===== src/rtl/clint.sv =====
// clint: core-local interruptor for a single-hart core.
//
// Owns the memory-mapped msip, mtimecmp and mtime registers, free-runs the
// 64-bit mtime counter from a prescaled core clock and drives the registered
// software/timer interrupt lines.
//
// Parameters:
//   clock_rate   core clock cycles per mtime tick (1..2^16)
// Ports:
//   clock        core clock, all state on the rising edge
//   reset        synchronous active-high reset
//   clint_valid  bus request strobe, one request per high cycle
//   clint_instr  instruction fetch flag (fetches read as data)
//   clint_addr   byte address, only [15:2] decoded
//   clint_wdata  write data
//   clint_wstrb  byte enables, 0 means read
//   clint_rdata  read data, valid with clint_ready, else 0
//   clint_ready  one-cycle response strobe, one cycle after the request
//   clint_msip   machine software interrupt pending
//   clint_mtip   machine timer interrupt pending
//   clint_mtime  current mtime value
module clint #(
    parameter int unsigned clock_rate = 10
) (
    input  logic        clock,
    input  logic        reset,
    input  logic        clint_valid,
    input  logic        clint_instr,
    input  logic [31:0] clint_addr,
    input  logic [31:0] clint_wdata,
    input  logic [3:0]  clint_wstrb,
    output logic [31:0] clint_rdata,
    output logic        clint_ready,
    output logic        clint_msip,
    output logic        clint_mtip,
    output logic [63:0] clint_mtime
);

    // 17 bits covers clock_rate up to 2^16 (terminal count 2^16-1).
    localparam logic [16:0] tick_max = 17'(clock_rate - 1);

    // Word offsets (addr[15:2]) of the mapped registers.
    localparam logic [13:0] off_msip     = 14'h0000;
    localparam logic [13:0] off_cmp_lo   = 14'h1000;
    localparam logic [13:0] off_cmp_hi   = 14'h1001;
    localparam logic [13:0] off_mtime_lo = 14'h2FFE;
    localparam logic [13:0] off_mtime_hi = 14'h2FFF;

    logic [16:0] tick_cnt, tick_cnt_next;
    logic [63:0] mtime, mtime_next;
    logic [63:0] mtimecmp, mtimecmp_next;
    logic        msip, msip_next;
    logic        mtip;
    logic        ready;
    logic [31:0] rdata, rdata_next;

    logic [13:0] word_off;
    logic        wr;
    logic        tick;
    logic [63:0] mtime_inc;

    // Address bits outside the decoded window are intentionally ignored.
    logic unused_addr_bits;
    assign unused_addr_bits = ^{clint_addr[31:16], clint_addr[1:0]};

    function automatic logic [31:0] merge_bytes(input logic [31:0] old_val,
                                                input logic [31:0] new_val,
                                                input logic [3:0]  strb);
        logic [31:0] r;
        r = old_val;
        for (int i = 0; i < 4; i++) begin
            if (strb[i]) r[8*i +: 8] = new_val[8*i +: 8];
        end
        return r;
    endfunction

    assign word_off  = clint_addr[15:2];
    assign wr        = clint_valid && !clint_instr && (clint_wstrb != 4'b0000);
    assign tick      = (tick_cnt == tick_max);
    assign mtime_inc = mtime + 64'd1;

    always_comb begin
        tick_cnt_next = tick ? 17'd0 : tick_cnt + 17'd1;
        mtime_next    = tick ? mtime_inc : mtime;
        mtimecmp_next = mtimecmp;
        msip_next     = msip;

        if (wr) begin
            case (word_off)
                off_msip: begin
                    if (clint_wstrb[0]) msip_next = clint_wdata[0];
                end
                off_cmp_lo: begin
                    mtimecmp_next[31:0] = merge_bytes(mtimecmp[31:0], clint_wdata, clint_wstrb);
                end
                off_cmp_hi: begin
                    mtimecmp_next[63:32] = merge_bytes(mtimecmp[63:32], clint_wdata, clint_wstrb);
                end
                // A write to one mtime half suppresses the tick for the whole
                // counter this cycle, so no carry leaks into the other half.
                off_mtime_lo: begin
                    mtime_next = {mtime[63:32], merge_bytes(mtime[31:0], clint_wdata, clint_wstrb)};
                end
                off_mtime_hi: begin
                    mtime_next = {merge_bytes(mtime[63:32], clint_wdata, clint_wstrb), mtime[31:0]};
                end
                default: ;
            endcase
        end
    end

    // Read data reflects the state as it will be after this cycle's update.
    always_comb begin
        rdata_next = 32'd0;
        if (clint_valid) begin
            case (word_off)
                off_msip:     rdata_next = {31'd0, msip_next};
                off_cmp_lo:   rdata_next = mtimecmp_next[31:0];
                off_cmp_hi:   rdata_next = mtimecmp_next[63:32];
                off_mtime_lo: rdata_next = mtime_next[31:0];
                off_mtime_hi: rdata_next = mtime_next[63:32];
                default:      rdata_next = 32'd0;
            endcase
        end
    end

    always_ff @(posedge clock) begin
        if (reset) begin
            tick_cnt <= 17'd0;
            mtime    <= 64'd0;
            mtimecmp <= 64'hFFFF_FFFF_FFFF_FFFF;
            msip     <= 1'b0;
            mtip     <= 1'b0;
            ready    <= 1'b0;
            rdata    <= 32'd0;
        end else begin
            tick_cnt <= tick_cnt_next;
            mtime    <= mtime_next;
            mtimecmp <= mtimecmp_next;
            msip     <= msip_next;
            // Compare uses pre-update values: a register write shows on mtip
            // two cycles later.
            mtip     <= (mtime >= mtimecmp);
            ready    <= clint_valid;
            rdata    <= rdata_next;
        end
    end

    assign clint_rdata = rdata;
    assign clint_ready = ready;
    assign clint_msip  = msip;
    assign clint_mtip  = mtip;
    assign clint_mtime = mtime;

endmodule


===== config.mk =====
export PLATFORM = sky130hd
export DESIGN_NAME = clint
export DESIGN_NICKNAME = d
export VERILOG_FILES = /design/src/rtl/clint.sv
export SDC_FILE = /design/constraint.sdc
export NUM_CORES = 1
export LEC_CHECK = 0
export CAP_MARGIN = 20
export CORE_MARGIN = 5
export CORE_UTILIZATION = 55
export DETAILED_ROUTE_END_ITERATION = 10
export DONT_BUFFER_PORTS = 1
export PLACE_DENSITY = 0.7
export SYNTH_ARGS = -nofsm -noshare
export SYNTH_HDL_FRONTEND = slang
export SYNTH_SLANG_ARGS = --single-unit

===== constraint.sdc =====
create_clock -name clock -period 4.95 [get_ports clock]
set_input_delay 0.2475 -clock clock [delete_from_list [all_inputs] [get_ports clock]]
set_output_delay 0.2475 -clock clock [all_outputs]
set_load 0.005 [all_outputs]

==> results of run 1 <==
## path summary, 6_finish.rpt
check,from,end,slack [ns]
hold reg to reg,tick_cnt[0]$_SDFF_PP0_,tick_cnt[0]$_SDFF_PP0_,0.48
setup reg to reg,tick_cnt[0]$_SDFF_PP0_,clint_rdata[3]$_SDFF_PP0_,1.14
setup / recovery,tick_cnt[0]$_SDFF_PP0_,clint_rdata[3]$_SDFF_PP0_,1.14
hold / removal,clint_wdata[13],clint_rdata[13]$_SDFF_PP0_,0.008
## worst register-to-register path, cell delays in order, from the launching register on
cell and delay, ns:
dfxtp_1 0.39, ha_1 0.17, or4bb_1 0.55, or4_4 0.69
a2111oi_4 0.80, nand2_1 0.41, o22ai_1 0.31, nor3_1 0.10
a221o_1 0.29
## power groups by stage
| stage | clock network (W) | logic, W | registers (W) |
|---|---|---|---|
| finish | 0.00135 | 0.000115 | 0.00145 |
| global route | 0.00140 | 0.000122 | 0.00145 |
| CTS | 0.00134 | 0.000113 | 0.00145 |
| detailed placement | 0 | 0.0000662 | 0.00149 |
| global placement | 0 | 0.0000650 | 0.00149 |
| floorplan | 0 | 0.0000701 | 0.00149 |
## metal layers
| metal | wire length [microns] | track usage (%) |
|---|---|---|
| met2 | 17100 | 51.7 |
| met5 | 12 | 0 |
| met3 | 4580 | 9.57 |
| met1 | 15400 | 44.7 |
| met4 | 1440 | 14.1 |
## cells by family after synthesis
logic type,count (synthesis),synth area share (%)
AOI/OAI and AO/OA,367,24.9
xor gates and xnor gates,19,1.57
adders and majority gates,67,7.89
buffers and inverters,154,5.52
DFF,180,33.9
muxes,23,2.19
and+or+nand+nor,527,24.0
## cells in the final DEF (no fill, tap or decap), types with 12 or more instances in the layout
| master | count |
|---|---|
| nor3_1 | 36 |
| o211ai_1 | 129 |
| dlygate4sd3_1 | 34 |
| and4_1 | 13 |
| o21ai_0 | 53 |
| inv_1 | 78 |
| a21oi_1 | 47 |
| nand4_1 | 48 |
| a31oi_1 | 19 |
| buf_4 | 15 |
| nand3_1 | 45 |
| nor2_1 | 131 |
| ha_1 | 67 |
| nor4_1 | 16 |
| a211oi_1 | 16 |
| dfxtp_1 | 180 |
| o221ai_1 | 31 |
| or3_1 | 12 |
| mux2i_1 | 21 |
| clkbuf_16 | 17 |
| nand2_1 | 169 |
| and3_1 | 18 |
## synth_stat cells, types with 3 or more instances
| cell type | number | area share (%) |
|---|---|---|
| nor4_1 | 16 | 0.94 |
| a22oi_1 | 3 | 0.21 |
| o22ai_1 | 6 | 0.35 |
| o221ai_1 | 31 | 2.6 |
| nand3_1 | 45 | 2.1 |
| xnor2_1 | 9 | 0.74 |
| and2_1 | 11 | 0.65 |
| and3_1 | 18 | 1.1 |
| buf_1 | 6 | 0.21 |
| nand2_1 | 169 | 6.0 |
| o311a_1 | 3 | 0.28 |
| a41oi_1 | 6 | 0.49 |
| a311o_1 | 4 | 0.38 |
| clkbuf_1 | 66 | 2.3 |
| a221o_1 | 3 | 0.28 |
| xor2_1 | 10 | 0.82 |
| nand4_1 | 48 | 2.8 |
| nor2_1 | 133 | 4.7 |
| nor3_1 | 36 | 1.7 |
| dfxtp_1 | 180 | 34 |
| o31ai_1 | 3 | 0.21 |
| mux2i_1 | 21 | 2.0 |
| a211o_1 | 6 | 0.49 |
| or4_1 | 6 | 0.42 |
| ha_1 | 67 | 7.9 |
| and4_1 | 13 | 1.1 |
| o21ai_0 | 53 | 2.5 |
| or3_1 | 12 | 0.71 |
| o211ai_1 | 129 | 9.1 |
| a211oi_1 | 16 | 1.1 |
| nor2b_1 | 3 | 0.18 |
| a221oi_1 | 4 | 0.33 |
| a21oi_1 | 47 | 2.2 |
| a31oi_1 | 19 | 1.1 |
| inv_1 | 79 | 2.8 |
| a21o_1 | 7 | 0.49 |
## repair_timing
item / in CTS / in global routing
hold buffers: 35 / 0
endpoints found under the hold margin: 145 / 0
resized for setup: 0 / 0
## state kept, by name (all words and copies together), names as in the netlist
signal and cells:
clint_msip 1, mtimecmp 64, clint_rdata 32, clint_mtip 1, clint_ready 1, tick_cnt 17
clint_mtime 64
## area by class of cell
type                    count  share of cell area (%)
clock buffers              19                    3.85
clock inverters            12                   0.905
inverters                  80                    2.56
multi-input cells        1003                    54.9
flip-flops and latches    180                    30.7
well taps                 260                    2.77
repair buffers             53                    4.37
## stage by stage
step	total power (W)	std cells	cell area, sq um	hold slack [ns]
final	0.00291	1607	11800	0.00784
after global routing	0.00298	1607	11800	0.0115
after floorplan	0.00156	1337	10600	0.374
after global placement	0.00155	1535	10800	0.329
after detailed placement	0.00155	1535	10800	0.330
after CTS	0.00291	1601	11700	0.000831
==> results.sh, run 1 <==
export IMPL_syn2layout_area_growth_pct=10.6
export IMPL_synth_area_per_cell_sq_um=7.95
export IMPL_clockRootBuffer="clkbuf_16"
export IMPL_critPathLaunchType="flip-flop"
export IMPL_avgViaCountPerCell=6.82
export IMPL_p_leak_nw=4.87
export IMPL_crit_required_ns=5.28
export IMPL_rsz0062_at_grt="false"
export IMPL_critPathMaxStageDelay_ns=0.79
export IMPL_cp_top_family="simple AND/OR/NAND/NOR gates"
export IMPL_finalHoldViolations=0
export IMPL_yosys_most_used_dff="dfxtp_1"
export IMPL_yosysWarningCount=0
export IMPL_run_status="finished, final reports clean"
export IMPL_drt_iter0_drc=1327
export IMPL_clock_path_buffers=2
export IMPL_syn_nets=1476
export IMPL_dr_total_vias=11000
export IMPL_post_route_drc_count=0
export IMPL_power_switching_share_pct=24.2
export IMPL_drive_gt1_share_pct=5.27
export IMPL_wl_microns=38500
export IMPL_seqCellArea_sq_mm=0.00360
export IMPL_clk_pin_slew_ns=0.07
export IMPL_slew_headroom_pct=29.3
export IMPL_skew_ns=0.0112
export IMPL_worstPathArrival_ns=4.15
export IMPL_grt_start_max_net_pins=91
export IMPL_path_class="reg2reg"
export IMPL_fmax_ghz=0.262
export IMPL_post_route_period_util_pct=77.0
export IMPL_core_sq_mm=0.0189
export IMPL_fin_nets=1474
export IMPL_path_cells="ha_1 > or4bb_1 > or4_4 > a2111oi_4 > nand2_1 > o22ai_1 > nor3_1 > a221o_1"
export IMPL_grt_overflow=0
export IMPL_die_y_microns=149
export IMPL_end_kind="flip-flop"
export IMPL_cp_depth=8
export IMPL_ys_types=68
export IMPL_worst_hold_path_type="in2reg"
export IMPL_synth_seq_area_share_pct=33.9
export IMPL_io_buffers=0
export IMPL_final_max_slew_viol_count=0
export IMPL_cts_inserted_buffers=17
export IMPL_clock_sinks=180
export IMPL_setup_tns_ns=0
export IMPL_fillers=1758
export IMPL_p_per_area_mw_per_mm2=248
export IMPL_min_period_ns=3.81
export IMPL_clk_latency_ns=0.45
export IMPL_post_place_ws_ns=1.32
export IMPL_async_flop_share_pct=0
export IMPL_tightestPinTransition_ns=1.06
export IMPL_multi_input_area_sq_mm=0.00645
export IMPL_grt_pass1_wl_microns=58800
export IMPL_syn_instance_count=1337
export IMPL_postCtsSetupBuffers=0
export IMPL_dp_hpwl_microns=26200
export IMPL_fin_util_pct=62.2
export IMPL_n_antenna_cell=0
export IMPL_grt_util_all_layers_pct=33.7
export IMPL_setup_viol=0
export IMPL_cap_violations=0
export IMPL_start_util_pct=56.2
export IMPL_crit_path_top_delay_cell="a2111oi_4"
export IMPL_netlist_area_sq_mm=0.0106
export IMPL_antenna_left=0
export IMPL_internal_power_w=0.00221
export IMPL_final_setup_worst_slack_ns=1.14
export IMPL_grt_pass1_vias=10100
export IMPL_cts_tree="built"
export IMPL_p_comb_share_pct=4.0
export IMPL_min_path_cells=2
export IMPL_synth_edff_count=0
export IMPL_cts_htree_levels=4
export IMPL_die_width_microns=149
export IMPL_clkPwrFrac_pct=46.2
export IMPL_vdd_drop_max_mv=0.212
export IMPL_firstDrtPassIters=6
export IMPL_die_area_sq_mm=0.0222
export IMPL_wl_per_cell_microns=24.0
export IMPL_io_pins=171
export IMPL_netSwitchingPower_w=0.000705
export IMPL_place_gp_congestion=0.948
export IMPL_ys_ff_latch=180
export IMPL_antenna_found_initial=1
export IMPL_path_buf_inv=0
export IMPL_reg2reg_depth=8
export IMPL_num_rows=50
export IMPL_worstPathMaxFanout=12
export IMPL_seqPwrFrac_pct=49.8
Power figures use the tool's default switching activity.
==> run 2: changes to the inputs <==
==> constraint.sdc (replaced) <==
create_clock -name clock -period 3.9 [get_ports clock]
set_input_delay 0.195 -clock clock [delete_from_list [all_inputs] [get_ports clock]]
set_output_delay 0.195 -clock clock [all_outputs]
set_load 0.005 [all_outputs]
==> results.sh, run 2 (same netlist as run 1, synthesis figures left out) <==
export IMPL_drive_gt1_share_pct=6.59
export IMPL_fin_nets=1492
export IMPL_firstDrtPassIters=6
export IMPL_wl_per_cell_microns=23.9
export IMPL_final_cell_mix="dfxtp_1, nand2_1, nor2_1"
export IMPL_core_sq_mm=0.0189
export IMPL_io_pins=171
export IMPL_clk_pin_slew_ns=0.07
export IMPL_clockRootBuffer="clkbuf_16"
export IMPL_ctsHoldBuffers=34
export IMPL_setup_viol=0
export IMPL_skew_ns=0.0108
export IMPL_cts_htree_levels=4
export IMPL_clock_sinks=180
export IMPL_critPathLaunchType="flip-flop"
export IMPL_cts_tree="built"
export IMPL_hold_worst_slack_ns=0.00157
export IMPL_p_comb_share_pct=4.1
export IMPL_grt_overflow=0
export IMPL_post_route_period_util_pct=84.6
export IMPL_fmax_ghz=0.303
export IMPL_place_area_sq_mm=0.0109
export IMPL_dp_hpwl_microns=26700
export IMPL_power_switching_share_pct=23.7
export IMPL_post_route_drc_count=0
export IMPL_place_gp_congestion=0.919
export IMPL_end_kind="flip-flop"
export IMPL_start_util_pct=56.2
export IMPL_grt_pass1_vias=10100
export IMPL_grt_util_all_layers_pct=33.9
export IMPL_cts_inserted_buffers=17
export IMPL_num_rows=50
export IMPL_worstPathMaxFanout=12
export IMPL_layout_commonest_cell="dfxtp_1"
export IMPL_setup_tns_ns=0
export IMPL_drt_iter0_drc=1348
export IMPL_worstPathArrival_ns=3.60
export IMPL_final_max_slew_viol_count=0
export IMPL_clock_path_buffers=2
export IMPL_fin_util_pct=63.0
export IMPL_fin_area_sq_mm=0.0119
export IMPL_crit_required_ns=4.20
export IMPL_p_leak_nw=4.98
export IMPL_antenna_found_initial=1
export IMPL_antenna_left=0
export IMPL_internal_power_w=0.00283
export IMPL_run_status="finished, final reports clean"
export IMPL_rsz0062_at_grt="false"
export IMPL_cts_resized=0
export IMPL_path_class="reg2reg"
export IMPL_vdd_drop_max_mv=0.300
export IMPL_clk_latency_ns=0.45
export IMPL_seqPwrFrac_pct=49.8
export IMPL_clkPwrFrac_pct=46.2
export IMPL_dpl_cell_count=1557
export IMPL_postCtsSetupBuffers=0
export IMPL_die_y_microns=149
export IMPL_slew_headroom_pct=33.2
export IMPL_grt_pass1_wl_microns=59000
export IMPL_netSwitchingPower_w=0.000879
export IMPL_min_period_ns=3.30
export IMPL_stdcell_count=1626
export IMPL_io_buffers=0
export IMPL_die_area_sq_mm=0.0222
export IMPL_syn2layout_area_growth_pct=12.0
export IMPL_wl_microns=38900
export IMPL_p_per_area_mw_per_mm2=311
export IMPL_finalHoldViolations=0
export IMPL_dr_total_vias=11000
export IMPL_avgViaCountPerCell=6.79
export IMPL_tightestPinTransition_ns=0.999
export IMPL_cap_violations=0
export IMPL_die_width_microns=149
export IMPL_worst_hold_path_type="in2reg"
export IMPL_grt_start_max_net_pins=89
run 2: cell count changes in the layout (fill, tap and decap cells not counted), sizes merged:
cell,delta
buf,+20
clkinvlp,-3
clkinv,+1
diode,+1
dlygate4sd3,-1
inv,+1
run 2: path summary, 6_finish.rpt:
path	start	end	slack (ns)	cells after the start
worst max register to register	tick_cnt[0]$_SDFF_PP0_	clint_rdata[13]$_SDFF_PP0_	0.60	8
worst min-delay path	clint_wdata[16]	clint_mtime[16]$_SDFF_PP0_	0.002	2
worst max-delay path	tick_cnt[0]$_SDFF_PP0_	clint_rdata[13]$_SDFF_PP0_	0.60	8
worst min register to register	tick_cnt[0]$_SDFF_PP0_	tick_cnt[0]$_SDFF_PP0_	0.48	1
run 2: metal layers:
metal,up-vias,part of all wire [%],global-route usage [%]
li1,5041,-,-
met1,5211,40,44.9
met2,678,44,51.9
met3,107,12,10.6
met4,0,3.7,13.0
met5,-,0,0
run 2: area by class of cell:
type,instances,area (sq um)
inverters,80,300
fillers,1708,6990
repair buffers,71,652
clock inverters,11,101
clock buffers,20,467
well taps,260,325
diodes,1,2.50
multi-input cells,1003,6450
flip-flops and latches,180,3600
run 2: stage by stage:
stage	total power (W)	worst slack, ns
floorplan	0.00197	0.826
global placement	0.00197	0.688
detailed placement	0.00197	0.610
CTS	0.00370	0.610
global route	0.00379	0.389
finish	0.00370	0.601
run 2: worst max-delay path, cell delays in order, from the launching register on:
cell	delay, ns
dfxtp_1	0.39
ha_1	0.16
or4bb_1	0.52
or4_4	0.69
a2111o_1	0.45
nor4_4	0.35
a31oi_1	0.14
a211oi_1	0.30
o221ai_1	0.15
run 2: power by group through the flow:
stage / Clock (W) / Sequential (W) / Combinational, W
floorplan: 0 / 0.00189 / 0.0000890
global placement: 0 / 0.00189 / 0.0000824
detailed placement: 0 / 0.00189 / 0.0000834
CTS: 0.00171 / 0.00184 / 0.000146
global route: 0.00179 / 0.00184 / 0.000158
finish: 0.00171 / 0.00184 / 0.000150
